[src/rtl/bigmul_operand_loader.sv]
// Operand front-end for the CSA big multiplier: load A/B limbs, zero-pad to operand_size, pulse start, report done.
// Latency: cache writes, start, done and err_cfg are registered (one cycle after the deciding cycle); accept-to-start is 2*size+2 with no stalls.
// Backpressure: in_ready is high only while loading (from state alone); stalls on in_valid are unbounded, cfg_ready is high only in IDLE.
//
// Ports: cfg_* = one configuration per multiply; in_* = limb stream (A then B, LS limb first);
//        a_we/b_we/wr_addr/wr_data = registered cache write port; operand_size/start/mul_busy/compute_done = multiplier side;
//        done/err_cfg = one-cycle status pulses; busy = not idle.
module bigmul_operand_loader #(
    parameter int WORD_W    = 64,
    parameter int MAX_WORDS = 64,
    parameter int ADDR_W    = 6
) (
    input  logic              clk,
    input  logic              rstn,
    input  logic              cfg_valid,
    output logic              cfg_ready,
    input  logic [ADDR_W:0]   cfg_len,
    input  logic [31:0]       cfg_size,
    input  logic              in_valid,
    output logic              in_ready,
    input  logic [WORD_W-1:0] in_data,
    output logic              a_we,
    output logic              b_we,
    output logic [ADDR_W-1:0] wr_addr,
    output logic [WORD_W-1:0] wr_data,
    output logic [31:0]       operand_size,
    output logic              start,
    input  logic              mul_busy,
    input  logic              compute_done,
    output logic              done,
    output logic              err_cfg,
    output logic              busy
);

    // One extra bit so a count of MAX_WORDS (== 2**ADDR_W) is representable.
    localparam int CNT_W = ADDR_W + 1;
    localparam logic [CNT_W-1:0] CNT_ONE = {{(CNT_W-1){1'b0}}, 1'b1};

    typedef enum logic [2:0] {
        S_IDLE, S_LOAD_A, S_PAD_A, S_LOAD_B, S_PAD_B, S_START, S_WAIT
    } state_t;

    state_t state_q, state_d;

    logic [CNT_W-1:0]  cnt_q, cnt_d;
    logic [CNT_W-1:0]  len_q, len_d;
    logic [CNT_W-1:0]  size_q, size_d;
    logic [31:0]       operand_size_q, operand_size_d;
    logic              a_we_q, a_we_d;
    logic              b_we_q, b_we_d;
    logic [ADDR_W-1:0] wr_addr_q, wr_addr_d;
    logic [WORD_W-1:0] wr_data_q, wr_data_d;
    logic              start_q, start_d;
    logic              done_q, done_d;
    logic              err_cfg_q, err_cfg_d;

    logic             cfg_ok;
    logic             hs;
    logic [CNT_W-1:0] cnt_inc;
    logic             last_limb;
    logic             last_pad;
    logic             needs_pad;

    // Validity: non-empty, fits the cache, and the streamed length fits inside the padded size.
    assign cfg_ok = (cfg_len != '0) && (cfg_size != 32'd0) &&
                    (cfg_size <= 32'(MAX_WORDS)) && (32'(cfg_len) <= cfg_size);

    assign cfg_ready = (state_q == S_IDLE);
    assign in_ready  = (state_q == S_LOAD_A) || (state_q == S_LOAD_B);
    assign busy      = (state_q != S_IDLE);
    assign hs        = in_valid && in_ready;

    assign cnt_inc   = cnt_q + CNT_ONE;
    assign last_limb = (cnt_inc == len_q);
    assign last_pad  = (cnt_inc == size_q);
    assign needs_pad = (len_q < size_q);

    // State register
    always_ff @(posedge clk or negedge rstn) begin
        if (!rstn) begin
            state_q <= S_IDLE;
        end else begin
            state_q <= state_d;
        end
    end

    // Next-state logic
    always_comb begin
        state_d = state_q;
        case (state_q)
            S_IDLE:   if (cfg_valid && cfg_ok) state_d = S_LOAD_A;
            S_LOAD_A: if (hs && last_limb) state_d = needs_pad ? S_PAD_A : S_LOAD_B;
            S_PAD_A:  if (last_pad) state_d = S_LOAD_B;
            S_LOAD_B: if (hs && last_limb) state_d = needs_pad ? S_PAD_B : S_START;
            S_PAD_B:  if (last_pad) state_d = S_START;
            S_START:  if (!mul_busy) state_d = S_WAIT;
            S_WAIT:   if (compute_done) state_d = S_IDLE;
            default:  state_d = S_IDLE;
        endcase
    end

    // Output / datapath logic
    always_comb begin
        cnt_d          = cnt_q;
        len_d          = len_q;
        size_d         = size_q;
        operand_size_d = operand_size_q;
        a_we_d         = 1'b0;
        b_we_d         = 1'b0;
        wr_addr_d      = wr_addr_q;
        wr_data_d      = wr_data_q;
        start_d        = 1'b0;
        done_d         = 1'b0;
        err_cfg_d      = 1'b0;
        case (state_q)
            S_IDLE: begin
                if (cfg_valid) begin
                    if (cfg_ok) begin
                        len_d          = cfg_len;
                        // Safe truncation: cfg_ok bounds cfg_size to MAX_WORDS.
                        size_d         = cfg_size[CNT_W-1:0];
                        operand_size_d = cfg_size;
                        cnt_d          = '0;
                    end else begin
                        err_cfg_d = 1'b1;
                    end
                end
            end
            S_LOAD_A, S_LOAD_B: begin
                if (hs) begin
                    a_we_d    = (state_q == S_LOAD_A);
                    b_we_d    = (state_q == S_LOAD_B);
                    wr_addr_d = cnt_q[ADDR_W-1:0];
                    wr_data_d = in_data;
                    // Keep counting into the pad region; restart only when no pad follows.
                    cnt_d     = (last_limb && !needs_pad) ? '0 : cnt_inc;
                end
            end
            S_PAD_A, S_PAD_B: begin
                a_we_d    = (state_q == S_PAD_A);
                b_we_d    = (state_q == S_PAD_B);
                wr_addr_d = cnt_q[ADDR_W-1:0];
                wr_data_d = '0;
                cnt_d     = last_pad ? '0 : cnt_inc;
            end
            S_START: begin
                if (!mul_busy) start_d = 1'b1;
            end
            S_WAIT: begin
                if (compute_done) done_d = 1'b1;
            end
            default: ;
        endcase
    end

    // Datapath registers
    always_ff @(posedge clk or negedge rstn) begin
        if (!rstn) begin
            cnt_q          <= '0;
            len_q          <= '0;
            size_q         <= '0;
            operand_size_q <= '0;
            a_we_q         <= 1'b0;
            b_we_q         <= 1'b0;
            wr_addr_q      <= '0;
            wr_data_q      <= '0;
            start_q        <= 1'b0;
            done_q         <= 1'b0;
            err_cfg_q      <= 1'b0;
        end else begin
            cnt_q          <= cnt_d;
            len_q          <= len_d;
            size_q         <= size_d;
            operand_size_q <= operand_size_d;
            a_we_q         <= a_we_d;
            b_we_q         <= b_we_d;
            wr_addr_q      <= wr_addr_d;
            wr_data_q      <= wr_data_d;
            start_q        <= start_d;
            done_q         <= done_d;
            err_cfg_q      <= err_cfg_d;
        end
    end

    assign a_we         = a_we_q;
    assign b_we         = b_we_q;
    assign wr_addr      = wr_addr_q;
    assign wr_data      = wr_data_q;
    assign operand_size = operand_size_q;
    assign start        = start_q;
    assign done         = done_q;
    assign err_cfg      = err_cfg_q;

endmodule

[config.mk]
export PLATFORM = sky130hd
export DESIGN_NAME = bigmul_operand_loader
export DESIGN_NICKNAME = d
export VERILOG_FILES = /design/src/rtl/bigmul_operand_loader.sv
export SDC_FILE = /design/constraint.sdc
export NUM_CORES = 1
export LEC_CHECK = 0
export CAP_MARGIN = 15
export CORE_ASPECT_RATIO = 1.2
export CORE_MARGIN = 2
export CORE_UTILIZATION = 48
export CTS_CLUSTER_DIAMETER = 60
export CTS_CLUSTER_SIZE = 25
export DETAILED_ROUTE_END_ITERATION = 16
export GPL_TIMING_DRIVEN = 0
export HOLD_SLACK_MARGIN = 0.05
export PLACE_DENSITY = 0.95
export SKIP_CTS_REPAIR_TIMING = 1
export SLEW_MARGIN = 20
export SYNTH_ARGS = -nofsm -noshare
export SYNTH_HDL_FRONTEND = slang
export SYNTH_SLANG_ARGS = --single-unit
export TNS_END_PERCENT = 5
[constraint.sdc]
create_clock -name clk -period 5.1 [get_ports clk]
set_input_delay 0.51 -clock clk [delete_from_list [all_inputs] [get_ports clk]]
set_output_delay 0.51 -clock clk [all_outputs]
set_load 0.1 [all_outputs]
# Word-level counts from Yosys, hierarchy flattened
# Cells that the tools add are included.
totals:
  ramBits: 0
  elab_cells: 86
  mem_count: 0
  rom_bits: 0
  latchBits: 0
  inputBits: 109
  register_bits: 131
classes:
  add_sub_neg: 1
  bitwise_logic: 0
  n_shift: 0
  muxes: 31
  eq_ne: 18
  div_mod_pow: 0
  n_reduce_logical: 21
  n_lt_le_gt_ge: 3
  multipliers: 0
op_table:
  columns: ["cell", "count"]
  rows:
  - ["case mux 64 bit (2 select lines)", 1]
  - ["2-to-1 mux 64 bit", 1]
  - ["2-to-1 mux 7 bit", 5]
  - ["<= comparator 32 x 7 -> 1 bit, second input constant", 1]
  - ["<= comparator 7 x 32 -> 1 bit", 1]
  - ["nonzero test 32 bit", 1]
  - ["2-to-1 mux 3 bit", 7]
  - ["case mux 3 bit (7 select lines)", 1]
  - ["case mux 7 bit (3 select lines)", 1]
  - ["!= test 2 bit, second input constant", 8]
  - ["equality test 7 bit", 2]
  - ["case mux 6 bit (2 select lines)", 1]
  - ["2-to-1 mux 1 bit", 11]
  - ["equality test 3 bit, second input constant", 3]
  - ["adder 7 x 1 -> 7 bit, second input constant", 1]
  - ["logical AND 1 bit", 7]
  - ["less-than comparator 7 bit", 1]
  - ["AND reduction 7 bit", 1]
  - ["nonzero test 7 bit", 1]
  - ["equality test 3 x 2 -> 1 bit, second input constant", 2]
  - ["2-to-1 mux 6 bit", 1]
  - ["nonzero test 3 bit", 2]
  - ["!= test 2 x 1 -> 1 bit, second input constant", 2]
  - ["case mux 1 bit (2 select lines)", 2]
  - ["9 further kinds", 10]

# Longest topological paths before layout
depth:
  ltp_word: 7
  depth_mapped: 10

# Worst setup path before layout
# No wires, ideal clock.
synth_path:
  path_type: "reg-to-reg"
  from: "reg state_q[2]"
  to: "reg len_q[6]"
  synth_period_minus_slack_ns: 3.224
  setup_slack_ns: 1.876
  t_arrival_ns: 3.100
  stages_incl_launch_ff: 7
  path_cell_list: "dfrtp_1 or3_1 clkbuf_1 inv_1 nand3_4 clkbuf_2 mux2_2"
synth_between:
  elab_chain_len: 2
synth_rtl:
  columns: ["item", "line", "source"]
  rows:
  - ["start, declared", "43", "state_t state_q, state_d;"]
  - ["start signal, assigned", "83", "state_q <= state_d;"]
  - ["zero test 3 bit", null, null]
  - ["via cfg_ready", "16", "output logic cfg_ready,"]
  - ["AND reduction 3 bit (no source line)", null, null]
  - ["end signal, assigned", "172", "len_q <= len_d;"]
  - ["end, declared", "46", "logic [CNT_W-1:0] len_q, len_d;"]
# The timed path passes the listed nets, and every way through them passes these cells.
# A chain may end at the register's enable or synchronous reset.

# Worst setup path after layout
layout_path:
  from: "in cfg_size[5]"
  to: "reg len_q[6]"
layout_between:
  elab_chain_len: 5
layout_rtl:
  columns: ["item", "line", "source"]
  rows:
  - ["start, declared", "18", "input logic [31:0] cfg_size,"]
  - ["parallel branches: the longest is 3 deep, another holds <= comparator 32 x 7 -> 1 bit", null, null]
  - ["logical AND 1 bit (*)", "66", "(cfg_size <= 32'(MAX_WORDS)) && (32'(cfg_len) <= cfg_size);"]
  - ["AND reduction 3 bit (no source line) (*)", null, null]
# Every way passes the cells marked *.

==> summary.txt <==
Status
  – Status: completed

Floorplan
  – I/O pins: around 220
  – CORE AREA: 11510 um2
  – Die area: roughly 13000 um2
  – Die Width: 103.1 um
  – FP Rows: 43
  – Initial Util: 49.16%
  – Die height: about 120 um

Synthesis
  – Post-Synth Simple-Gate Area: between 20% and 30%
  – Mux contribution to synthesized area: between 1.5 and 2%
  – Synth Instances: approximately 600
  – Post-synthesis compound-gate area fraction: slightly below 8%
  – Asr flop ratio synth: between 90% and 100%
  – Netlist cell types: 46
  – Largest family of logic cells by synthesized area: simple AND/OR/NAND/NOR gates
  – Post-synthesis adder-cell area fraction: under 10%
  – Synth area leader: dfrtp_1
  – Post-synthesis cell area: 5660 um2
  – Synth warn: 0
  – Synth Flop Type: dfrtp_1
  – Number of synthesized flops with an enable pin: 0
  – Seq cells post-synth: roughly 120
  – Top-area cell type share of the netlist area: 54.82%
  – Post-Synth XOR/XNOR Area: 3.028%
  – Most area-consuming cells after synthesis: dfrtp_1 (55%), nand2_1 (11%), nand3_1 (6.2%)
  – Synthesized Nets: 726
  – Seq/Total Area, Yosys: 54.82%
  – Synthesized area per cell: ~9.4 um2

Pwr
  – PD cells: between 300 and 400 nW/um2
  – Static leakage: approximately 4.1 nW
  – Overall Power: between 2 and 3 mW
  – Worst VDD drop: 0.1898 mV

Drt
  – Drt first pass iters: 5
  – WL/cell: about 17 um
  – Final ANT Viol Nets: 0
  – Vias per inst: between 5 and 6
  – DRC viols: 0
  – Via count: 5471
  – Drt initial violations: roughly 310
  – WL final: roughly 17 mm

Finish
  – Inserted Diodes: 0
  – Final nets: around 960
  – Commonest non-fill, non-tap cell in the layout: clkdlybuf4s50_1
  – Layout cells sized above 1: approximately 5.7%
  – Syn-to-layout area delta: 54.20%
  – Fill count: between 700 and 800
  – Post-Layout Cell Count: slightly above 1000
  – Fin area: about 8700 um2
  – Most frequent cells in the layout: clkdlybuf4s50_1 (217), nand2_1 (173), dfrtp_1 (124)

Setup path
  – Critical path required time: between 5 and 6 ns
  – CP Capture Type: flip-flop
  – WP buf/inv: 3
  – CP startpoint kind: primary input
  – R2r setup slk: roughly 2.1 ns
  – Worst setup path endpoint: len_q[6]
  – Worst EP arrival: roughly 3.7 ns
  – CP Class: primary input to flip-flop
  – R2R depth: 9
  – R2r endpoint: cnt_q[2]
  – Crit-path slowest cell: a2111oi_4
  – Reg2reg start: cnt_q[1]
  – Crit path cell chain: clkdlybuf4s50_1 > inv_1 > ha_1 > a211oi_1 > o22ai_1 > or3_1 > a2111oi_4 > nand3_4 > clkbuf_2 > mux2_2
  – Worst path top cell family by delay: compound AO/OA/AOI/OAI gates
  – Crit path depth: 10
  – CP peak stage delay: roughly 0.62 ns
  – CP max FO: 10
  – Setup crit start: cfg_size[5]

Placement
  – Port bufs: between 200 and 250
  – DP Cell Count: 979
  – Cell Area, Placed: 8068 um2
  – GPL Wtd Cong: 0.8791
  – DP HPWL: 12.27 mm

CTS
  – TritonCTS buffer count: 17
  – TritonCTS clock tree: yes
  – Num Clock Sinks: between 100 and 150
  – Clock Path Buffers: 2
  – Worst-path clk slew: roughly 0.060 ns
  – H-tree depth: 4
  – Clock Latency Late Sink: roughly 0.41 ns
  – CTS root buffer: clkbuf_16

STA
  – Max transition margin: a little under a third
  – Final Slew Violations: 0
  – Max Clk Rate: between 200 and 300 MHz
  – Final min period: approximately 3.4 ns
  – Final setup violation count: 0
  – Worst-Margin Slew: ~1.0 ns
  – Final hold viol count: 0
  – RSZ-0062 raised after global routing: no
  – Fin Setup TNS: 0 ns
  – Layout Skew: between 0.008 and 0.009 ns
  – Period utilisation layout: 66.28%

Global route
  – Grt total ovfl: 0
  – First-pass GRT wire length: approximately 26 mm
  – Largest net degree at the start of global routing: 64
  – Total GRT Usage: between 20% and 30%
  – Initial antenna violation count: 0
  – Met3 Track Usage GR: 7.462%
  – Met2 Usage GRT: between 40 and 50%
  – Met1 GRT Util: approximately 30%
  – GRT busiest layer: met2
  – Vias in the first global route: between 5000 and 6000

Run
  – # Max-Cap Violations: 0

Worst hold path
  – Hold Path Class: primary input to asynchronous set/reset pin
-- through the flow --
step / hold slack (ns) / setup slack, ns / util [%]
2_1_floorplan: 0.2144 / 1.876 / -
3_3_place_gp: 0.4473 / -1.201 / 69.82
3_5_place_dp: 0.4549 / 1.313 / 70.07
4_1_cts: 0.09559 / 1.741 / 75.81
5_1_grt: 0.1198 / 1.577 / 75.81
6_report: 0.07048 / 1.720 / 75.81
-- cells in the mapped netlist (all sizes together), types with 2 or more instances --
cell type / count
or3: 3
xnor2: 10
buf: 9
o21ai: 22
nand2: 173
nand2b: 3
o211ai: 8
nor3b: 2
mux2: 7
and2: 26
nand4: 3
o21a: 5
nand4b: 2
ha: 14
a31oi: 6
clkbuf: 27
a211oi: 2
a21oi: 5
nor2: 16
xor2: 7
nor3: 6
a211o: 3
inv: 20
o21bai: 3
nor4: 9
nand3: 71
dfrtp: 124
nor2b: 3
-- how the worst min path moves through the flow --
stage                      startpoint          end  slack [ns]  depth (start not counted)
after global placement    wr_data[58]  wr_data[58]        0.45                          2
after global routing             rstn  wr_data[18]        0.12                          1
after floorplan                  rstn         a_we        0.21                          0
final                            rstn  wr_data[24]        0.07                          1
after CTS                        rstn  wr_data[24]         0.1                          1
after detailed placement  wr_data[59]  wr_data[59]        0.45                          2
-- logic make-up after synthesis --
logic type / after synthesis
AO/OA/AOI/OAI: 62
multiplexers: 8
XOR/XNOR: 18
AND/OR/NAND/NOR: 321
buffers and inverters: 56
flip-flops: 124
adder cells (fa/ha/maj): 14
-- sequential cells by signal, summed over array words and instances, names as in the netlist --
register      flops
wr_data          64
operand_size     26
cnt_q             7
len_q             7
size_q            6
wr_addr           6
state_q           3
a_we              1
b_we              1
done              1
err_cfg           1
start             1
-- power breakdown --
group          total [mW]  internal (mW)  switching, mW
Combinational       0.389          0.157          0.232
Sequential           1.03           1.01         0.0152
Clock                1.34          0.878          0.462
Total                2.76           2.05          0.710
-- cell type report --
type | instances | area (um2) | share of cell area (%)
Inverter | 20 | 75.07 | 0.8601
Buffer | 36 | 136.4 | 1.563
Multi-Input combinational cell | 423 | 2346 | 26.88
Clock buffer | 17 | 425.4 | 4.874
Sequential cell | 124 | 3103 | 35.55
Timing Repair Buffer | 219 | 2211 | 25.33
Tap cell | 157 | 196.4 | 2.251
Clock inverter | 15 | 235.2 | 2.695
-- metal layers --
layer / up-vias / part of all wire, %
met2: 299 / 52
met3: 53 / 9.2
li1: 2499 / -
met1: 2620 / 36
met4: 0 / 3.5
met5: - / 0
-- worst register-to-register path, cell delays in order, from the launching register on --
cell and delay (ns):
dfrtp_1 0.42, ha_1 0.17, clkbuf_1 0.31, nand3_1 0.26, nor2_1 0.35, xnor2_1 0.18, xnor2_1 0.09, a31oi_1 0.51
nor2_1 0.23, o311ai_0 0.36
Note: power is estimated with default switching activity, not from simulation.
==> edit (config.mk and constraints unchanged) <==
`operand_size_q`, `wr_addr_q` and `wr_data_q` no longer have a reset.
--- a/src/rtl/bigmul_operand_loader.sv
+++ b/src/rtl/bigmul_operand_loader.sv
@@ -159,11 +159,8 @@
             cnt_q          <= '0;
             len_q          <= '0;
             size_q         <= '0;
-            operand_size_q <= '0;
             a_we_q         <= 1'b0;
             b_we_q         <= 1'b0;
-            wr_addr_q      <= '0;
-            wr_data_q      <= '0;
             start_q        <= 1'b0;
             done_q         <= 1'b0;
             err_cfg_q      <= 1'b0;
@@ -171,15 +168,18 @@
             cnt_q          <= cnt_d;
             len_q          <= len_d;
             size_q         <= size_d;
-            operand_size_q <= operand_size_d;
             a_we_q         <= a_we_d;
             b_we_q         <= b_we_d;
-            wr_addr_q      <= wr_addr_d;
-            wr_data_q      <= wr_data_d;
             start_q        <= start_d;
             done_q         <= done_d;
             err_cfg_q      <= err_cfg_d;
         end
+    end
+
+    always_ff @(posedge clk) begin
+        operand_size_q <= operand_size_d;
+        wr_addr_q      <= wr_addr_d;
+        wr_data_q      <= wr_data_d;
     end
 
     assign a_we         = a_we_q;
Formal check against the unedited RTL: not equivalent (Yosys sat finds a counterexample within 4 cycles, from zero or initial values and one cycle with rstn low).
==> edit against the original RTL <==
  * Synthesized area rose by 1.1%
  * Sequential share of layout area up 7.8 points
  * Sequential cell count up 7
  * Setup slack got worse by 0.0043 ns
  * Critical endpoint is now cfg_ready
  * Wire length is 3.7% lower
  * Core utilization is 0.65 points lower
  * Die area up 1.1%
  * Critical path depth down 7
  * Final area is essentially flat
Power is not compared: it rests on default switching activity, and its combinational part moved more than twofold at a synthesized area within 25%.
==> edit: results (changes against the original RTL) <==
yosys:
  synth_cell_types: 55  # was 46
  ys.warnings.count: 0  # unchanged
  synth_common_cells: "edfxtp_1 (102), nor2b_1 (66), dfrtp_1 (29)"  # was nand2_1 (173), dfrtp_1 (124), nand3_1 (70)
  synth_edf_count: 102  # was 0
  synth-seq-area-share_pct: 66.2  # was 54.8%
  synthArstFlopShare_pct: 22.1  # was 100%
  synth_nets: 541  # was 726
  netlist_top_cells_area: "edfxtp_1 (54%), dfrtp_1 (13%), nor2b_1 (7.2%)"  # was dfrtp_1 (55%), nand2_1 (11%), nand3_1 (6.2%)
final_layout:
  nets: 781  # was 964
  largest_reg_flops: 64  # unchanged
  antennaDiodeCount: 0  # unchanged
  drive_gt1_share_pct: 8.36  # was 5.74%
timing:
  setup_viol: 0  # unchanged
  worst_pin_slew_ns: 1.08  # was 1.03 ns
  finalClockSkew_ns: 0.0102  # was 0.00809 ns
drt:
  drtIter0Drc: 318  # was 314
  first_pass_iters: 5  # unchanged
  wire_per_inst_um: 19.7  # was 16.7 µm
  viasPerCell: 5.41  # about the same
clocking:
  htree_levels: 4  # unchanged
  cts_buffers: 17  # unchanged
  clk_latency_ns: 0.41  # about the same
  clockBufferDepth: 2  # unchanged
  clkTransAtPathRegs_ns: 0.06  # about the same
  cts-root-buf: "clkbuf_16"  # unchanged
power:
  p_leak_uw: 0.00327
  ir_worst_vdd_mv: 0.209
  p_int_uw: 1900
placed_design:
  portBuffers: 217  # was 218
  dp_hpwl_um: 12000  # was 12300 µm
  gp_congestion: 0.957  # was 0.879
  pre_cts_ws_ns: 1.38  # was 1.31 ns
global_routing:
  grt_max_degree: 30  # was 64
  grt_pass1_wl_um: 24900  # was 26200 µm
  antenna_found_initial: 0  # unchanged
  grt_pass1_vias: 4633  # was 5375
  grtUsageTotal_pct: 25.8  # was 26.9%
setup_path:
  worstPathArrival_ns: 2.87  # was 3.67 ns
  crit_fanout: 10  # unchanged
hold_path:
  hp-class: "primary input to asynchronous set/reset pin"  # unchanged
status:
  outcome: "finished, final reports clean"  # unchanged
-- edit: changes by cell type after synthesis, moves of 9 or more --
cell / delta
nand3_1: -65
dfrtp_1: -95
nand2_1: -154
clkbuf_1: -15
buf_1: -9
and2_1: -24
edfxtp_1: +102
nor2b_1: +63
-- edit: layout make-up --
type                            count  area [µm²]
Sequential cell                   131        3790
Fill cell                         726        2890
Timing Repair Buffer              221        2280
Multi-Input combinational cell    253        1800
Clock buffer                       19         433
Tap cell                          157         196
Clock inverter                     12        92.6
Buffer                             17        78.8
Inverter                           17        63.8
-- edit: worst max-delay path, cell delays in order, from the launching register on --
cell	delay, ns
dfrtp_1	0.36
clkbuf_1	0.23
nor3_1	0.61
clkdlybuf4s50_1	1.26
-- edit: logic make-up (layout without fill, tap and decap cells) --
group	Yosys count	count (layout)	synth area share [%]
buf+inv	34	286	2.47
flops	131	131	66.2
xor+xnor	19	19	3.41
simple gates	151	151	15.5
mux	8	8	1.57
compound gates	61	61	7.78
fa+ha+maj	14	14	3.06
-- edit: worst paths after layout --
check                                        from                endpoint  slack (ns)  cells after the start
setup / recovery           state_q[0]$_DFFE_PN0P_               cfg_ready        1.72                      3
hold / removal                               rstn          a_we$_DFF_PN0_        0.13                      1
setup reg to reg             cnt_q[1]$_DFFE_PN0P_    cnt_q[4]$_DFFE_PN0P_        2.48                      8
hold reg to reg              cnt_q[4]$_DFFE_PN0P_    wr_addr[4]$_DFFE_PP_        0.44                      0
max in group asynchronous                    rstn    len_q[2]$_DFFE_PN0P_        4.53                      1
min in group clk                         in_valid  state_q[2]$_DFFE_PN0P_        0.43                      3
-- edit: metrics by stage --
step                      hold slack [ns]  TNS [ns]  area [µm²]  instances  total power (µW)
final                               0.135         0        8730        827              2390
after detailed placement            0.432         0        8210        796              1320
after global placement              0.436     -7.31        8090        792              1310
after CTS                           0.151         0        8730        827              2400
after global routing                0.191         0        8730        827              2450
after floorplan                     0.214         0        5720        418              1210
-- edit: routing by layer --
metal,vias to the layer above,track usage (%),share of wire (%)
met5,-,0,0
met4,0,10.1,2.5
met3,40,6.91,6.3
met2,240,48.8,53
met1,2172,27.9,38
li1,2025,-,-
-- edit: power groups by stage --
stage               registers [µW]  clock network (µW)  logic, µW
floorplan                     1180                   0       34.8
global placement              1170                   0        138
detailed placement            1170                   0        145
CTS                           1150                1100        149
global route                  1150                1140        159
finish                        1150                1090        149
